==> src/rtl/bcd_serial_adder_pkg.sv <==
// Shared definitions for the digit-serial BCD adder.
//   state_t    : controller states (IDLE / ADD / DONE)
//   BCD_MAX    : largest legal BCD digit value
//   BCD_BASE   : decimal radix used for digit correction
//   idx_width(): digit-counter width, never narrower than 1 bit
package bcd_serial_adder_pkg;

  typedef enum logic [1:0] {
    IDLE = 2'd0,
    ADD  = 2'd1,
    DONE = 2'd2
  } state_t;

  localparam int unsigned BCD_MAX  = 9;
  localparam int unsigned BCD_BASE = 10;

  function automatic int unsigned idx_width(input int unsigned n);
    return (n > 1) ? $clog2(n) : 1;
  endfunction

endpackage

==> src/rtl/bcd_digit_add.sv <==
// Single-digit combinational BCD add with decimal correction.
// Ports:
//   i_cin     : carry in
//   i_a, i_b  : 4-bit BCD digits
//   o_cout    : decimal carry out (raw sum >= 10)
//   o_s       : corrected 4-bit sum digit
//   o_invalid : either input digit above 9 (sum is still produced)
module bcd_digit_add
  import bcd_serial_adder_pkg::*;
(
  input  logic       i_cin,
  input  logic [3:0] i_a,
  input  logic [3:0] i_b,
  output logic       o_cout,
  output logic [3:0] o_s,
  output logic       o_invalid
);

  logic [4:0] w_raw;
  logic [3:0] w_corr;

  always_comb begin
    w_raw     = {1'b0, i_a} + {1'b0, i_b} + {4'b0000, i_cin};
    // (raw - 10) modulo 16 only needs the low nibble of raw
    w_corr    = w_raw[3:0] - 4'(BCD_BASE);
    o_s       = w_raw[3:0];
    o_cout    = 1'b0;
    if (w_raw >= 5'(BCD_BASE)) begin
      o_s    = w_corr;
      o_cout = 1'b1;
    end
    o_invalid = (i_a > 4'(BCD_MAX)) || (i_b > 4'(BCD_MAX));
  end

endmodule

==> src/rtl/bcd_serial_adder.sv <==
// Digit-serial packed-BCD adder: one digit per clock, LSD first.
// Ports:
//   i_clk, i_rst : clock, synchronous active-high reset
//   i_start      : start request, accepted in IDLE or DONE
//   i_cin        : carry into digit 0
//   i_a, i_b     : packed BCD operands, digit 0 in [3:0]
//   o_s          : registered BCD sum
//   o_cout       : registered carry out of the top digit
//   o_busy       : addition in progress
//   o_done       : one-cycle result-valid pulse
//   o_invalid    : a non-BCD digit was seen in the current operation
module bcd_serial_adder
  import bcd_serial_adder_pkg::*;
#(
  parameter int unsigned NDIGITS = 4,
  parameter int unsigned DIGIT_W = 4
) (
  input  logic                       i_clk,
  input  logic                       i_rst,
  input  logic                       i_start,
  input  logic                       i_cin,
  input  logic [NDIGITS*DIGIT_W-1:0] i_a,
  input  logic [NDIGITS*DIGIT_W-1:0] i_b,
  output logic [NDIGITS*DIGIT_W-1:0] o_s,
  output logic                       o_cout,
  output logic                       o_busy,
  output logic                       o_done,
  output logic                       o_invalid
);

  localparam int unsigned W     = NDIGITS * DIGIT_W;
  localparam int unsigned IDX_W = idx_width(NDIGITS);

  state_t             r_state;
  state_t             w_next;
  logic [W-1:0]       r_a;
  logic [W-1:0]       r_b;
  logic [W-1:0]       r_s;
  logic               r_carry;
  logic               r_cout;
  logic               r_invalid;
  logic [IDX_W-1:0]   r_idx;

  logic [DIGIT_W-1:0] w_dig_a;
  logic [DIGIT_W-1:0] w_dig_b;
  logic [DIGIT_W-1:0] w_dig_s;
  logic               w_dig_cout;
  logic               w_dig_inv;
  logic               w_last;
  logic               w_accept;

  assign w_dig_a  = r_a[int'(r_idx)*DIGIT_W +: DIGIT_W];
  assign w_dig_b  = r_b[int'(r_idx)*DIGIT_W +: DIGIT_W];
  assign w_last   = (r_idx == IDX_W'(NDIGITS - 1));
  assign w_accept = i_start && ((r_state == IDLE) || (r_state == DONE));

  bcd_digit_add u_digit (
    .i_cin     (r_carry),
    .i_a       (w_dig_a),
    .i_b       (w_dig_b),
    .o_cout    (w_dig_cout),
    .o_s       (w_dig_s),
    .o_invalid (w_dig_inv)
  );

  // State register
  always_ff @(posedge i_clk) begin
    if (i_rst) r_state <= IDLE;
    else       r_state <= w_next;
  end

  // Next-state logic
  always_comb begin
    w_next = r_state;
    case (r_state)
      IDLE:    if (i_start) w_next = ADD;
      ADD:     if (w_last)  w_next = DONE;
      DONE:    w_next = i_start ? ADD : IDLE;
      default: w_next = IDLE;
    endcase
  end

  // Status outputs
  always_comb begin
    o_busy = (r_state == ADD);
    o_done = (r_state == DONE);
  end

  // Operand latch and per-digit accumulation
  always_ff @(posedge i_clk) begin
    if (i_rst) begin
      r_a       <= '0;
      r_b       <= '0;
      r_s       <= '0;
      r_carry   <= 1'b0;
      r_cout    <= 1'b0;
      r_invalid <= 1'b0;
      r_idx     <= '0;
    end else if (w_accept) begin
      r_a       <= i_a;
      r_b       <= i_b;
      r_carry   <= i_cin;
      r_s       <= '0;
      r_cout    <= 1'b0;
      r_invalid <= 1'b0;
      r_idx     <= '0;
    end else if (r_state == ADD) begin
      r_s[int'(r_idx)*DIGIT_W +: DIGIT_W] <= w_dig_s;
      r_carry <= w_dig_cout;
      if (w_dig_inv) r_invalid <= 1'b1;
      if (w_last) r_cout <= w_dig_cout;
      else        r_idx  <= r_idx + IDX_W'(1);
    end
  end

  assign o_s       = r_s;
  assign o_cout    = r_cout;
  assign o_invalid = r_invalid;

endmodule

==> config.mk <==
export PLATFORM = sky130hd
export DESIGN_NAME = bcd_serial_adder
export DESIGN_NICKNAME = d
export VERILOG_FILES = /design/src/rtl/bcd_serial_adder_pkg.sv /design/src/rtl/bcd_digit_add.sv /design/src/rtl/bcd_serial_adder.sv
export SDC_FILE = /design/constraint.sdc
export NUM_CORES = 1
export LEC_CHECK = 0
export CAP_MARGIN = 20
export CORE_MARGIN = 3
export CORE_UTILIZATION = 35
export CTS_CLUSTER_DIAMETER = 120
export DETAILED_ROUTE_END_ITERATION = 8
export PLACE_DENSITY_LB_ADDON = 0.3
export SLEW_MARGIN = 10
export SYNTH_ARGS = -nofsm -noshare
export SYNTH_HDL_FRONTEND = slang
export SYNTH_SLANG_ARGS = --single-unit
==> constraint.sdc <==
create_clock -name i_clk -period 4.75 [get_ports i_clk]
set_input_delay 0.475 -clock i_clk [delete_from_list [all_inputs] [get_ports i_clk]]
set_output_delay 0.475 -clock i_clk [all_outputs]
set_load 0.02 [all_outputs]
==> results of run 1 <==
[flip-flops by register name, summed over array words and instances (netlist names)]
signal     cells
o_cout         1
r_a           16
o_s           16
r_idx          2
r_carry        1
r_b           16
r_state        2
o_invalid      1
[worst paths after layout]
kind,depth (start not counted),end,slack (ns)
max,11,o_s[10],1.30
min,2,o_s[6],0.45
max reg2reg,11,o_s[10],1.30
min reg2reg,2,o_s[6],0.45
[layer usage]
metal,up-vias,track usage,wire [microns],part of all wire
met3,10,0.0267,250,0.043
met1,1011,0.190,2710,0.47
met4,0,0.0540,93,0.016
met5,-,0,0,0
li1,1081,-,-,-
met2,51,0.225,2710,0.47
[placed cells by master (no fill, tap or decap), types with 4 or more instances in the layout]
cell,count
nand2_1,81
clkdlybuf4s50_1,55
dfxtp_1,55
a21oi_1,41
nor2_1,19
ha_1,10
mux4_2,8
o21ai_1,6
inv_1,5
nor2b_1,5
clkbuf_8,5
buf_4,5
a32o_1,4
o31ai_1,4
a22oi_1,4
[worst min-delay path: stages, from the launching register on]
cell and delay, ns:
dfxtp_1 0.32, nand2_1 0.05, o21ai_1 0.05
[area by class of cell]
class	instances	area, sq um	area share
multi-input combinational	211	1330	0.410
timing repair buffer	60	588	0.182
clock buffer	5	68.8	0.0213
sequential	55	1100	0.340
clock inverter	2	13.8	0.00425
tap	96	120	0.0371
inverter	5	18.8	0.00580
[where the power goes]
group          switching [mW]  leakage [nW]  total [mW]  internal (mW)
registers              0.0137         0.449       0.495          0.481
clock network           0.144        0.0440       0.245          0.101
logic                   0.101         0.695       0.187         0.0868
total                   0.259          1.19       0.928          0.669
[kinds of logic (layout without fill, tap and decap cells)]
logic type | count (synthesis) | in the layout | share of synthesized area
simple gates | 119 | 119 | 0.200
fa+ha+maj | 12 | 12 | 0.0656
mux | 11 | 11 | 0.0850
flops | 55 | 55 | 0.437
buf+inv | 24 | 72 | 0.0368
compound gates | 66 | 66 | 0.162
xor+xnor | 3 | 3 | 0.0134
==> flow_metrics.env, run 1 <==
export IMPL_status="complete, no violations"
export IMPL_cts_tree="yes"
export IMPL_area_delta_synth_final_pct=28.6
export IMPL_yosysTopAreaCellShare=0.437
export IMPL_setup_viol=0
export IMPL_grt_pass1_wl_mm=9.54
export IMPL_syn_area_per_cell_sq_um=8.68
export IMPL_wirelength_mm=5.77
export IMPL_yosysMostFrequentCell="nand2_1"
export IMPL_critPathKind="reg2reg"
export IMPL_die_area_sq_um=8250
export IMPL_worstPathMaxFanout=13
export IMPL_cts_hold_buf=0
export IMPL_synth_area_top_cells="dfxtp_1 44%, nand2_1 12%, a21oi_1 8.2%"
export IMPL_ys_flop_type="dfxtp_1"
export IMPL_synth_commonest_cells="81 x nand2_1, 55 x dfxtp_1, 41 x a21oi_1"
export IMPL_netlist_area_sq_um=2520
export IMPL_post_route_util=0.471
export IMPL_cp_top_family="adder cells"
export IMPL_via_per_inst=4.96
export IMPL_start_util=0.366
export IMPL_fillCellCount=651
export IMPL_finalCriticalPeriod_ns=3.45
export IMPL_wl_per_cell_microns=13.3
export IMPL_track_usage=0.142
export IMPL_critPathBufInv=1
export IMPL_antenna_found_initial=0
export IMPL_grt_pass1_vias=2023
export IMPL_drive_above_1_share=0.0769
export IMPL_power_uw=928
export IMPL_synth_edf_count=0
export IMPL_port_buffers=55
export IMPL_grt_max_degree=38
export IMPL_syn_nets=338
export IMPL_slowest_stage="dfxtp_1"
export IMPL_numCtsBuffers=5
export IMPL_power_density_nw_per_um2=287
export IMPL_path_clk_slew_ns=0.09
export IMPL_num_vias=2153
export IMPL_clk_latency_ns=0.30
export IMPL_cts_root_buf="clkbuf_8"
export IMPL_max_stage_delay_ns=0.66
export IMPL_dp_slack_ns=1.29
export IMPL_min_path_type="reg2reg"
export IMPL_post_cts_setup_buffer_count=0
export IMPL_drc=0
export IMPL_final_hold_violation_count=0
export IMPL_first_pass_iters=4
export IMPL_antenna_cells=0
export IMPL_detail_route_antenna_nets=0
export IMPL_drtIter0Drc=118
export IMPL_maxCapViolCount=0
export IMPL_synth_cells=290
export IMPL_dp_cells=427
export IMPL_core_rowCount=30
export IMPL_crit_chain="mux4_2 > fa_1 > inv_1 > fa_1 > xor2_1 > ha_1 > a21bo_1 > a211oi_2 > o21bai_4 > mux2i_2 > o21ai_1"
export IMPL_relSlewSlack=0.559
export IMPL_die_w_microns=90.8
export IMPL_synth_seq_area_share=0.437
export IMPL_async_reset_ff_frac=0
export IMPL_clockBufferDepth=2
export IMPL_cts_resized=0
export IMPL_period_share=0.726
export IMPL_p_leak_nw=1.19
export IMPL_endpoint_kind="flip-flop"
export IMPL_fin_cells=434
export IMPL_synth_cell_types=34
export IMPL_skew_ns=0.00605
export IMPL_yosys_area_top_type="dfxtp_1"
export IMPL_arrival_ns=3.63
export IMPL_whs_ns=0.454
export IMPL_worstMarginPinSlew_ns=0.662
export IMPL_htreeDepth=2
export IMPL_crit_top_cell="fa_1"
export IMPL_gp_congestion=0.829
export IMPL_place_hpwl_mm=4.49
export IMPL_cp_startpoint="r_idx[1]"
export IMPL_critPathLaunchType="flip-flop"
export IMPL_io_pins=56
export IMPL_rsz0062_at_grt="no"
export IMPL_dieHeight_microns=90.8
export IMPL_yosysWarningCount=0
export IMPL_max_freq_ghz=0.290
export IMPL_final_area_sq_um=3240
export IMPL_worstPathRequired_ns=4.94
export IMPL_place_area_sq_um=3150
export IMPL_finalSetupTns_ns=0
export IMPL_hold_path_startpoint="o_s[6]"
export IMPL_final_max_slew_viol_count=0
export IMPL_peakVddDrop_mv=0.136
export IMPL_final_nets=386
export IMPL_core_sq_um=6870
export IMPL_cts_sinks=55
export IMPL_ys_ff_latch=55
export IMPL_gr_total_overflow=0
export IMPL_worstReg2RegStart="r_idx[1]"
export IMPL_setup_ws_ns=1.30
Note: power is estimated with default switching activity, not from simulation.
==> inputs of run 2 (changes only) <==
==> constraint.sdc (replaced) <==
create_clock -name i_clk -period 3.2 [get_ports i_clk]
set_input_delay 0.32 -clock i_clk [delete_from_list [all_inputs] [get_ports i_clk]]
set_output_delay 0.32 -clock i_clk [all_outputs]
set_load 0.02 [all_outputs]
==> flow_metrics.env, run 2 (same netlist as run 1, synthesis figures left out) <==
export IMPL_status="complete, no violations"
export IMPL_max_stage_delay_ns=0.52
export IMPL_cts_tree="yes"
export IMPL_drc=0
export IMPL_wl_per_cell_microns=13.5
export IMPL_wirelength_mm=5.95
export IMPL_drtIter0Drc=101
export IMPL_max_freq_ghz=0.323
export IMPL_wl_met3_microns=288
export IMPL_io_pins=56
export IMPL_relSlewSlack=0.498
export IMPL_grt_pass1_wl_mm=9.82
export IMPL_p_leak_nw=1.22
export IMPL_port_buffers=55
export IMPL_detail_route_antenna_nets=0
export IMPL_gp_congestion=0.869
export IMPL_worstMarginPinSlew_ns=0.754
export IMPL_first_pass_iters=4
export IMPL_start_util=0.366
export IMPL_arrival_ns=3.32
export IMPL_power_density_nw_per_um2=437
export IMPL_drive_above_1_share=0.119
export IMPL_antenna_cells=0
export IMPL_layout_commonest_cell="nand2_1"
export IMPL_cp_top_family="compound AO/OA/AOI/OAI gates"
export IMPL_num_vias=2145
export IMPL_area_delta_synth_final_pct=33.3
export IMPL_critPathLaunchType="flip-flop"
export IMPL_endpoint_kind="flip-flop"
export IMPL_antenna_found_initial=0
export IMPL_core_rowCount=30
export IMPL_min_path_type="reg2reg"
export IMPL_final_cell_mix="81 x nand2_1, 55 x clkdlybuf4s50_1, 54 x dfxtp_1, 41 x a21oi_1, 18 x nor2_1"
export IMPL_highest_layer="met4"
export IMPL_grt_pass1_vias=1993
export IMPL_cts_root_buf="clkbuf_8"
export IMPL_skew_ns=0.00715
export IMPL_met2_length_mm=2.85
export IMPL_period_share=0.968
export IMPL_clockBufferDepth=2
export IMPL_critPathKind="reg2reg"
export IMPL_numCtsBuffers=5
export IMPL_power_mw=1.47
export IMPL_die_w_microns=90.8
export IMPL_dieHeight_microns=90.8
export IMPL_final_nets=391
export IMPL_setup_viol=0
export IMPL_die_area_sq_um=8250
export IMPL_path_clk_slew_ns=0.11
export IMPL_core_sq_um=6870
export IMPL_final_hold_violation_count=0
export IMPL_cts_hold_buf=0
export IMPL_rsz0062_at_grt="yes"
export IMPL_place_hpwl_mm=4.51
export IMPL_critPathBufInv=1
export IMPL_grt_max_degree=37
export IMPL_peakVddDrop_mv=0.210
export IMPL_worstPathMaxFanout=4
export IMPL_crit_chain="mux4_2 > fa_2 > inv_2 > fa_2 > xor2_4 > ha_4 > a21bo_4 > a211oi_4 > o21bai_4 > xor2_2 > o31ai_1"
export IMPL_slowest_stage="mux4_2"
export IMPL_gr_total_overflow=0
export IMPL_finalSetupTns_ns=0
export IMPL_clk_latency_ns=0.31
export IMPL_finalCriticalPeriod_ns=3.10
export IMPL_final_max_slew_viol_count=0
export IMPL_track_usage=0.146
export IMPL_htreeDepth=2
export IMPL_maxCapViolCount=0
export IMPL_worstPathRequired_ns=3.42
export IMPL_via_per_inst=4.88
export IMPL_crit_top_cell="fa_2"
export IMPL_wl_met1_mm=2.75
export IMPL_cts_sinks=55
export IMPL_reg2reg_slack_ns=0.10
==> run 2: changes by cell type in the layout (fill, tap and decap cells not counted), moves of 2 or more <==
cell | before | now
fa_1 | 2 | 0
ha_1 | 10 | 8
buf_4 | 5 | 10
fa_2 | 0 | 2
==> run 2: path summary, 6_finish.rpt <==
path | startpoint | to | depth (start not counted)
worst min-delay path | o_s[10] | o_s[10] | 2
worst max register to register | r_idx[0] | o_s[13] | 11
worst min register to register | o_s[10] | o_s[10] | 2
worst max-delay path | r_idx[0] | o_s[13] | 11
==> run 2: per-layer routing <==
metal / track usage / vias to the layer above
li1: - / 1098
met1: 0.199 / 997
met2: 0.232 / 44
met3: 0.0350 / 6
met4: 0.0415 / 0
met5: 0 / -
==> run 2: layout make-up <==
| class | instances | area [sq um] |
|---|---|---|
| inverters | 5 | 18.8 |
| fillers | 662 | 3510 |
| clock buffers | 5 | 68.8 |
| multi-input cells | 211 | 1390 |
| repair buffers | 65 | 626 |
| well taps | 96 | 120 |
| flip-flops and latches | 55 | 1100 |
| clock inverters | 3 | 28.8 |
==> run 2: repair_timing <==
| item | 4_1_cts | 5_1_grt |
|---|---|---|
| pin swaps | 1 | 2 |
| hold endpoints to repair | 0 | 0 |
| endpoints found under the setup margin | 8 | 9 |
| gates resized for setup | 1 | 7 |
| buffers inserted | 0 | 3 |
==> run 2: worst reg2reg max path, delay by kind of cell, from the launching register on <==
family          cells  cell delay [ns]
flops               1             0.39
xor+xnor            2             0.39
fa+ha+maj           3             0.82
mux                 1             0.52
buf+inv             1             0.06
compound gates      4             0.85
==> run 2: per-stage QoR <==
stage	area [sq um]	hold WS, ns	worst slack [ns]	cells	util
2_1_floorplan	2560	0.433	-0.0468	290	-
3_3_place_gp	3200	0.441	0.101	429	0.465
3_5_place_dp	3200	0.443	-0.00609	429	0.465
4_1_cts	3300	0.459	0.0291	437	0.481
5_1_grt	3360	0.480	-0.0453	440	0.489
6_report	3360	0.457	0.102	440	0.489
==> run 2: where the power goes <==
part,internal (mW),switching (mW),total [mW]
logic,0.161,0.167,0.328
clock network,0.163,0.243,0.405
registers,0.714,0.0187,0.733
